$ cat config.mk
export PLATFORM = sky130hd
export DESIGN_NAME = seq_multiplier_ctrl
export DESIGN_NICKNAME = d
export VERILOG_FILES = /design/src/rtl/mult_pkg.sv /design/src/rtl/bit_multiplier.sv /design/src/rtl/seq_multiplier_ctrl.sv
export SDC_FILE = /design/constraint.sdc
export NUM_CORES = 1
export LEC_CHECK = 0
export CAP_MARGIN = 40
export CORE_MARGIN = 5
export CORE_UTILIZATION = 54
export CTS_CLUSTER_DIAMETER = 120
export DETAILED_ROUTE_END_ITERATION = 16
export PLACE_DENSITY = 0.8
export SLEW_MARGIN = 20
export SYNTH_ARGS = -nofsm -noshare
export SYNTH_HDL_FRONTEND = slang
export SYNTH_SLANG_ARGS = --single-unit
$ cat constraint.sdc
create_clock -name clk -period 3.16 [get_ports clk]
set_input_delay 0.632 -clock clk [delete_from_list [all_inputs] [get_ports clk]]
set_output_delay 0.632 -clock clk [all_outputs]
set_load 0.03 [all_outputs]
$ cat src/rtl/mult_pkg.sv
// Shared types and helpers for the sequential shift-add multiplier:
// controller state encoding and the bit-counter width function.
package mult_pkg;

    typedef enum logic [1:0] {
        IDLE = 2'd0,
        RUN  = 2'd1,
        DONE = 2'd2
    } state_t;

    // Width of a counter that indexes the N multiplier bits (0..N-1).
    function automatic int count_w(input int n);
        return $clog2(n);
    endfunction

endpackage

$ cat src/rtl/bit_multiplier.sv
// Single partial-product stage: the multiplicand gated by one multiplier bit.
module bit_multiplier #(
    parameter int N = 4
) (
    input  logic [N-1:0] a,
    input  logic         b_bit,
    output logic [N-1:0] pp
);

    assign pp = a & {N{b_bit}};

endmodule

$ cat src/rtl/seq_multiplier_ctrl.sv
// Sequential shift-add multiplier controller, one multiplier bit per clock.
// Optional feature: SEQ_MULT_EARLY_EXIT_EN ends RUN once no set bits remain in b.
module seq_multiplier_ctrl
    import mult_pkg::*;
#(
    parameter int N = 4
) (
    input  logic           clk,
    input  logic           rst_n,
    input  logic           start,
    input  logic [N-1:0]   a,
    input  logic [N-1:0]   b,
    output logic           busy,
    output logic           done,
    output logic [2*N-1:0] p
);

    localparam int CW = count_w(N);

    state_t          state;
    logic [N-1:0]    a_reg;
    logic [N-1:0]    b_reg;
    logic [2*N-1:0]  acc;
    logic [CW-1:0]   count;
    logic [N-1:0]    pp;
    logic [2*N-1:0]  sum;
    logic            last;

    bit_multiplier #(.N(N)) u_bit_multiplier (
        .a     (a_reg),
        .b_bit (b_reg[0]),
        .pp    (pp)
    );

    // NOTE: every output of a combinational block gets a value on every path,
    // otherwise synthesis infers a latch to hold the missing case.
    always_comb begin
        sum  = acc + ({{N{1'b0}}, pp} << count);
        last = (count == CW'(N - 1));
`ifdef SEQ_MULT_EARLY_EXIT_EN
        if ((b_reg >> 1) == '0) begin
            last = 1'b1;
        end
`endif
    end

    // NOTE: state registers use non-blocking assignments so every register
    // samples the pre-edge values, independent of statement order.
    always_ff @(posedge clk or negedge rst_n) begin
        if (!rst_n) begin
            state <= IDLE;
            a_reg <= '0;
            b_reg <= '0;
            acc   <= '0;
            count <= '0;
            p     <= '0;
            busy  <= 1'b0;
            done  <= 1'b0;
        end else begin
            case (state)
                IDLE: begin
                    if (start) begin
                        a_reg <= a;
                        b_reg <= b;
                        acc   <= '0;
                        count <= '0;
                        busy  <= 1'b1;
                        state <= RUN;
                    end
                end
                RUN: begin
                    acc   <= sum;
                    b_reg <= b_reg >> 1;
                    count <= count + 1'b1;
                    if (last) begin
                        // p only ever sees a finished product.
                        p     <= sum;
                        done  <= 1'b1;
                        state <= DONE;
                    end
                end
                DONE: begin
                    done  <= 1'b0;
                    busy  <= 1'b0;
                    state <= IDLE;
                end
                default: begin
                    done  <= 1'b0;
                    busy  <= 1'b0;
                    state <= IDLE;
                end
            endcase
        end
    end

endmodule

==> results of run 1 <==
[power by group through the flow]
| stage | Clock [uW] | Combinational (uW) | Sequential [uW] |
|---|---|---|---|
| after floorplan | 0 | 673 | 772 |
| after global placement | 0 | 961 | 703 |
| after detailed placement | 0 | 1010 | 716 |
| after CTS | 413 | 1010 | 708 |
| after global routing | 436 | 1160 | 735 |
| final | 405 | 1020 | 710 |
[per-stage QoR]
step	utilization	std cells
2_1_floorplan	-	169
5_1_grt	0.6923	223
3_5_place_dp	0.6482	214
3_3_place_gp	0.6482	214
4_1_cts	0.6883	222
6_report	0.6923	223
[critical path, cell delays in order (launching register included)]
cell      delay [ps]
dfrtp_1          520
mux2_1           380
nand2_1           70
o21ai_0           80
and2_1           190
ha_1             330
and2_4           190
o21ai_1           70
a21boi_1          90
o21a_1           200
o31ai_1          260
[worst paths after layout]
check,slack [ps],end,cells past startpoint,from
min in group asynchronous,670,p[2],2,rst_n
max in group asynchronous,2220,acc[5],2,rst_n
max,670,acc[6],10,count[1]
max reg2reg,670,acc[6],10,count[1]
min reg2reg,480,p[3],2,p[3]
min,480,p[3],2,p[3]
[synthesized netlist by cell type (all sizes together), types with 5 or more instances]
library cell  instances
dfrtp                30
nand3                10
o21ai                20
inv                   6
a21oi                 5
nand2                40
ha                    9
nor2                  7
buf                   6
[cell type report]
cell class / count / area [um^2]
Multi-Input combinational cell: 126 / 783.3
Inverter: 6 / 22.52
Clock inverter: 2 / 60.06
Timing Repair Buffer: 22 / 219.0
Tap cell: 31 / 38.79
Fill cell: 229 / 855.8
Sequential cell: 30 / 750.7
Clock buffer: 6 / 51.30
[per-layer routing]
metal	up-vias	routed length [um]	share of wire	track usage
li1	623	-	-	-
met1	587	1410	0.45	0.2122
met2	19	1536	0.49	0.2960
met3	7	143	0.045	0.05604
met4	0	57	0.018	0.06870
met5	-	0	0	0
[logic make-up after synthesis]
| logic type | synth area share |
|---|---|
| fa+ha+maj | 0.08327 |
| compound gates | 0.1390 |
| flops | 0.4713 |
| buf+inv | 0.03692 |
| mux | 0.03378 |
| xor+xnor | 0.02750 |
| simple gates | 0.2082 |
==> impl_metrics.yaml, run 1 <==
flow_run:
  cap_violations: 0
clocking:
  path_clk_slew_ps: 100
  cts.sinks: 30
  cts-resized-gates: 0
  clockBufferDepth: 2
  cts_tree: "done"
  cts-buffers-inserted: 5
  clk_latency_ps: 340
  cts_setup_buffers: 0
  hold_buffers: 0
  cts_max_level: 2
  cts_root_buf: "clkbuf_4"
global_route:
  overflow: 0
  grt_max_degree: 31
  grt_pass1_wl_um: 5837
  grt_pass1_vias: 1302
  antenna_found_initial: 0
  track_usage: 0.1776
pwr:
  clkPwrFrac: 0.190
  p_switching_uw: 873.6
  internal_power_uw: 1258
  share_comb_of_total_power: 0.477
  vdd_drop_max_uv: 738.6
  p_leak_uw: 0.0009107
  p_sw_frac: 0.4098
  seqPwrFrac: 0.333
  power_uw: 2132
  powerDensity_mw_per_mm2: 1107
status:
  status: "completed"
hold_path:
  min_path_type: "reg2reg"
place:
  dp_hpwl_um: 2281
  port_buffers: 20
  dp_slack_ps: 726.3
  postPlaceCellArea_mm2: 0.001803
  place_congestion: 0.7919
logic_synthesis:
  syn_area_mm2: 0.001593
  synth_top_area_frac: 0.4713
  synth_warnings: 0
  synth_seq_cells: 30
  synth_flop_cell: "dfrtp_1"
  synth.distinct_cells: 37
  synthArstFlopShare: 1.000
  synthCells: 169
  synth.largest_area_cell: "dfrtp_1"
  post_synth.cell_area_avg_um2: 9.425
  syn-num-nets: 190
  synth_area_leaders: "dfrtp_1 47%, nand2_1 9.2%, ha_1 7.1%"
  ys_seq_area_frac: 0.4713
  synth_edf_count: 0
die:
  die_x_um: 64.31
  die-height_um: 64.31
  coreArea_mm2: 0.002781
  pin_count: 21
  rows: 19
  die-area_mm2: 0.004136
  start_util: 0.5726
worst_setup_path:
  crit_fanout: 9
  end_kind: "register"
  worst_ep_required_time_ps: 3390
  startpoint_type: "register"
  worstPathArrival_ps: 2720
  criticalPathCategory: "reg2reg"
sta:
  finalHoldViolCount: 0
  setup_viol: 0
  fin_ws_ps: 673.1
  slew_headroom: 0.6031
  tns_ps: 0
  rsz0062_at_grt: "no"
  worstMarginPinSlew_ps: 592.8
  post-route-min-period_ps: 2487
  slew_violations: 0
  holdWs_ps: 482.8
  max_freq_mhz: 402.1
  finalClockSkew_ps: 8.979
  finalCritPeriodShare: 0.7870
drt:
  ant_nets: 0
  initialDrtViolationCount: 59
  first_pass_iters: 4
  wl_um: 3147
  routedWlPerCell_um: 14.11
  viasPerCell: 5.543
  vias: 1236
  drc_errors: 0
finish:
  final_common_cell: "nand2_1"
  syn_to_final_growth_pct: 20.90
  drive_gt1_frac: 0.1042
  final_cell_mix: "39 x nand2_1, 30 x dfrtp_1, 20 x clkdlybuf4s50_1, 14 x o21ai_0, 10 x nand3_1"
  antenna_cells: 0
  design_area_mm2: 0.001926
  top_regs: "acc (8), p (8)"
  num-nets-final: 212
Note: power is estimated with default switching activity, not from simulation.
==> run 2, diff against run 1 <==
clock period = 2.6 ns   (was 3.16 ns; I/O delays follow)
==> run 2 against run 1 <==
Clock power rose by 22%. Worst setup slack lost 490 ps. First-iteration DRC count shrank 32%. Largest cell class unchanged. Worst hold slack barely moved. Sequential power rose by 22%. Combinational power up 23%. Global-route usage unchanged.
==> impl_metrics.yaml, run 2 (synthesis results as in run 1) <==
sta:
  holdWs_ps: 482.8
  finalHoldViolCount: 0
  max_freq_mhz: 414.6
  slew_violations: 0
  worstMarginPinSlew_ps: 593.7
  finalClockSkew_ps: 9.985
  rsz0062_at_grt: "no"
  post-route-min-period_ps: 2412
  slew_headroom: 0.6024
  tns_ps: 0
  finalCritPeriodShare: 0.9278
  setup_viol: 0
pwr:
  power_uw: 2603
  vdd_drop_max_uv: 902.0
  powerDensity_mw_per_mm2: 1347
  p_leak_uw: 0.0009119
drt:
  met2_length_um: 1532
  wl_um: 3158
  vias: 1242
  ant_nets: 0
  met3_length_um: 155
  first_pass_iters: 4
  drt-met1-wl_um: 1413
  routedWlPerCell_um: 14.16
  top_layer: "met4"
  viasPerCell: 5.570
  initialDrtViolationCount: 40
  drc_errors: 0
die:
  pin_count: 21
  start_util: 0.5726
  coreArea_mm2: 0.002781
  rows: 19
  die-height_um: 64.31
  die-area_mm2: 0.004136
  die_x_um: 64.31
flow_run:
  cap_violations: 0
worst_setup_path:
  startpoint_type: "register"
  worst_ep_required_time_ps: 2820
  worstPathArrival_ps: 2630
  rr_worst_depth: 10
  rr_endpoint: "p[7]"
  rr_startpoint: "count[1]"
  regToRegSetupSlack_ps: 190
  end_kind: "register"
  criticalPathCategory: "reg2reg"
  crit_fanout: 9
finish:
  fillers: 228
  top_regs: "acc (8), p (8)"
  antenna_cells: 0
  final_common_cell: "nand2_1"
  syn_to_final_growth_pct: 21.29
  final_cell_mix: "39 x nand2_1, 29 x dfrtp_1, 20 x clkdlybuf4s50_1, 14 x o21ai_0, 10 x nand3_1"
  drive_gt1_frac: 0.1146
  num-nets-final: 212
  fin_cells: 223
hold_path:
  whs_path_depth: 2
  holdPathEnd: "p[3]"
  min_path_type: "reg2reg"
  hold_path.startpoint: "p[3]"
clocking:
  clk_latency_ps: 340
  cts_setup_buffers: 0
  path_clk_slew_ps: 100
  cts.sinks: 30
  cts_root_buf: "clkbuf_4"
  hold_buffers: 0
  cts_max_level: 2
  clockBufferDepth: 2
  cts-buffers-inserted: 5
  cts-resized-gates: 0
  cts_tree: "done"
place:
  placed_cells: 214
  port_buffers: 20
  dp_hpwl_um: 2281
  place_congestion: 0.7920
global_route:
  track_usage: 0.1776
  grt_pass1_wl_um: 5837
  grt_pass1_vias: 1302
  grt_max_degree: 31
  overflow: 0
  antenna_found_initial: 0
status:
  status: "completed"
run 2: changes by cell type in the layout (fill, tap and decap cells not counted):
| cell | change |
|---|---|
| dfrtp_2 | +1 |
| o31ai_2 | +1 |
| dfrtp_1 | -1 |
| o31ai_1 | -1 |
run 2: routing by layer:
metal,global-route usage,vias up
li1,-,623
met1,0.2122,592
met2,0.2960,20
met3,0.05604,7
met4,0.06870,0
met5,0,-
run 2: critical path: stages, from the launching register on:
cell and delay (ps):
dfrtp_2 480, mux2_1 360, nand2_1 70, o21ai_0 80
and2_1 190, ha_1 330, a21oi_2 210, o21ai_1 80
a41o_1 250, xnor2_1 180, o21ai_1 70
run 2: worst max-delay path by stage:
stage / startpoint / end / slack [ps] / cells after the start
after floorplan: count[1] / acc[7] / 390 / 11
after global placement: count[1] / p[7] / 260 / 10
after detailed placement: count[1] / acc[6] / 170 / 10
after CTS: count[1] / acc[6] / 130 / 10
after global routing: count[1] / p[7] / 10 / 10
final: count[1] / p[7] / 190 / 10
run 2: where the power goes:
| part | total, uW | switching, uW | internal [uW] |
|---|---|---|---|
| clock | 493 | 167 | 326 |
| combinational | 1250 | 716 | 530 |
| sequential | 864 | 186 | 678 |
run 2: through the flow:
| step | util | worst slack, ps | instance area (um^2) |
|---|---|---|---|
| after floorplan | - | 386.2 | 1593 |
| after global placement | 0.6482 | 257.7 | 1803 |
| after detailed placement | 0.6482 | 166.3 | 1803 |
| after CTS | 0.6883 | 125.9 | 1914 |
| after global routing | 0.6946 | 12.66 | 1932 |
| final | 0.6946 | 187.8 | 1932 |
run 2: area by class of cell:
cell class / count / area, um^2 / area share
clock buffer: 6 / 51.30 / 0.02655
clock inverter: 2 / 60.06 / 0.03109
inverter: 6 / 22.52 / 0.01166
multi-input combinational: 126 / 788.3 / 0.4080
sequential: 30 / 752.0 / 0.3892
tap: 31 / 38.79 / 0.02008
timing repair buffer: 22 / 219.0 / 0.1133
==> run 3, diff against run 2 <==
SKIP_CTS_REPAIR_TIMING = 1   (was not set)
==> results of run 3 <==
The final DEF is identical to that of run 2; final timing and power are the same.
==> edit: new RTL, settings of run 3 <==
Encoding of `state_t`: now one-hot (3 bits for 3 states).
--- a/src/rtl/mult_pkg.sv
+++ b/src/rtl/mult_pkg.sv
@@ -4,6 +4,6 @@
 
-    typedef enum logic [1:0] {
-        IDLE = 2'd0,
-        RUN  = 2'd1,
-        DONE = 2'd2
+    typedef enum logic [2:0] {
+        IDLE = 3'b001,
+        RUN  = 3'b010,
+        DONE = 3'b100
     } state_t;
Function: same outputs for any inputs over 10 cycles, from zero or initial values and one cycle with rst_n low; not proved beyond that.
==> edit against run 3 <==
Maximum frequency up 0.87%. Cell area is 0.39% higher. Sequential cell count is 1 higher. Area after synthesis rose by 2.5%. Wire length increased by 3.9%. Combinational power shrank 31%. First-iteration DRC count increased by 98%. Power is 21% lower. Worst setup slack better by 21 ps.
==> edit: results (changes against run 3) <==
[run_status]
outcome = finished, final reports clean

[grt]
grt_max_degree = 32  ; +3.2%
grt_pass1_wl_mm = 5.754  ; -1.4%
grt_util_met2_pct = 30.14  ; +0.54 points

[min_path]
min-delay-start = p[6]
min_to = p[6]

[worst_setup_path]
rrSetupSlack_ps = 210  ; +20 ps
slowest_delay_ps = 460  ; -20 ps
r2r-end = p[6]
ff2ff_path_depth = 8  ; -2

[power_and_ir_drop]
pwr-share-clk_pct = 19.5  ; +0.6 points
vdd_drop_max_mv = 0.4669  ; -48%
p_int_uw = 1241  ; -19%
p_comb_uw = 860  ; -31%
p_leak_uw = 0.0009020  ; -1.1%

[cells_and_area]
fillCellCount = 261  ; +14%
buffers = 23  ; +4.5%
buffer_area_share_pct = 11.48  ; +0.15 points
fin_cells = 226  ; +1.3%
multi_input_area_share_pct = 40.84  ; about the same
seq_share_pct = 40.13  ; +1.2 points
multi_input_area_um2 = 792.0  ; +0.48%
inv_count = 5  ; -1
layout-drive-gt1-share_pct = 10.88  ; -0.58 points
clock_area_share_pct = 4.452  ; -1.3 points
nets = 213  ; +0.47%

[routing]
via_count = 1280  ; +3.1%
drt_iter0_drc = 79  ; +98%
wl_per_cell_um = 14.52  ; +2.5%

[place]
dp_cells = 218  ; +1.9%
routabilityCongestion = 0.8222  ; +3.8%
dp_slack_ps = 185.8  ; +19.48 ps

[sta]
hold_ws_ps = 490.7  ; +7.886 ps

[die]
core_area_mm2 = 0.002978  ; +7.1%

[yosys]
ys_seq_area_share_pct = 47.59  ; +0.45 points
synth_cell_types = 38  ; +2.7%
synth_area_per_cell_um2 = 9.662  ; +2.5%
synth_top_cells_by_area = dfrtp_1, nand2_1, ha_1
yosys-top-cells-count = nand2_1, dfrtp_1, nor2_1

[clock_network]
clock-sinks = 31  ; +3.3%

==> edit: per-layer routing <==
metal	wire length, µm	part of all wire, %
met5	0	0
met4	106	3.2
met3	172	5.2
met2	1618	49
met1	1384	42
==> edit: worst max-delay path by stage <==
stage / cells after the start / endpoint / slack [ps] / startpoint
finish: 8 / p[6] / 210 / count[1]
global placement: 8 / acc[6] / 280 / count[1]
floorplan: 11 / acc[6] / 230 / count[1]
detailed placement: 8 / p[6] / 190 / count[1]
CTS: 8 / p[6] / 140 / count[1]
global route: 9 / acc[6] / 50 / count[1]
==> edit: cells by family after synthesis <==
family / after synthesis / synth area share (%)
multiplexers: 7 / 4.674
adder cells (fa/ha/maj): 10 / 8.123
AND/OR/NAND/NOR: 69 / 20.23
flip-flops: 31 / 47.59
AO/OA/AOI/OAI: 35 / 12.80
XOR/XNOR: 5 / 2.682
buffers and inverters: 12 / 3.907
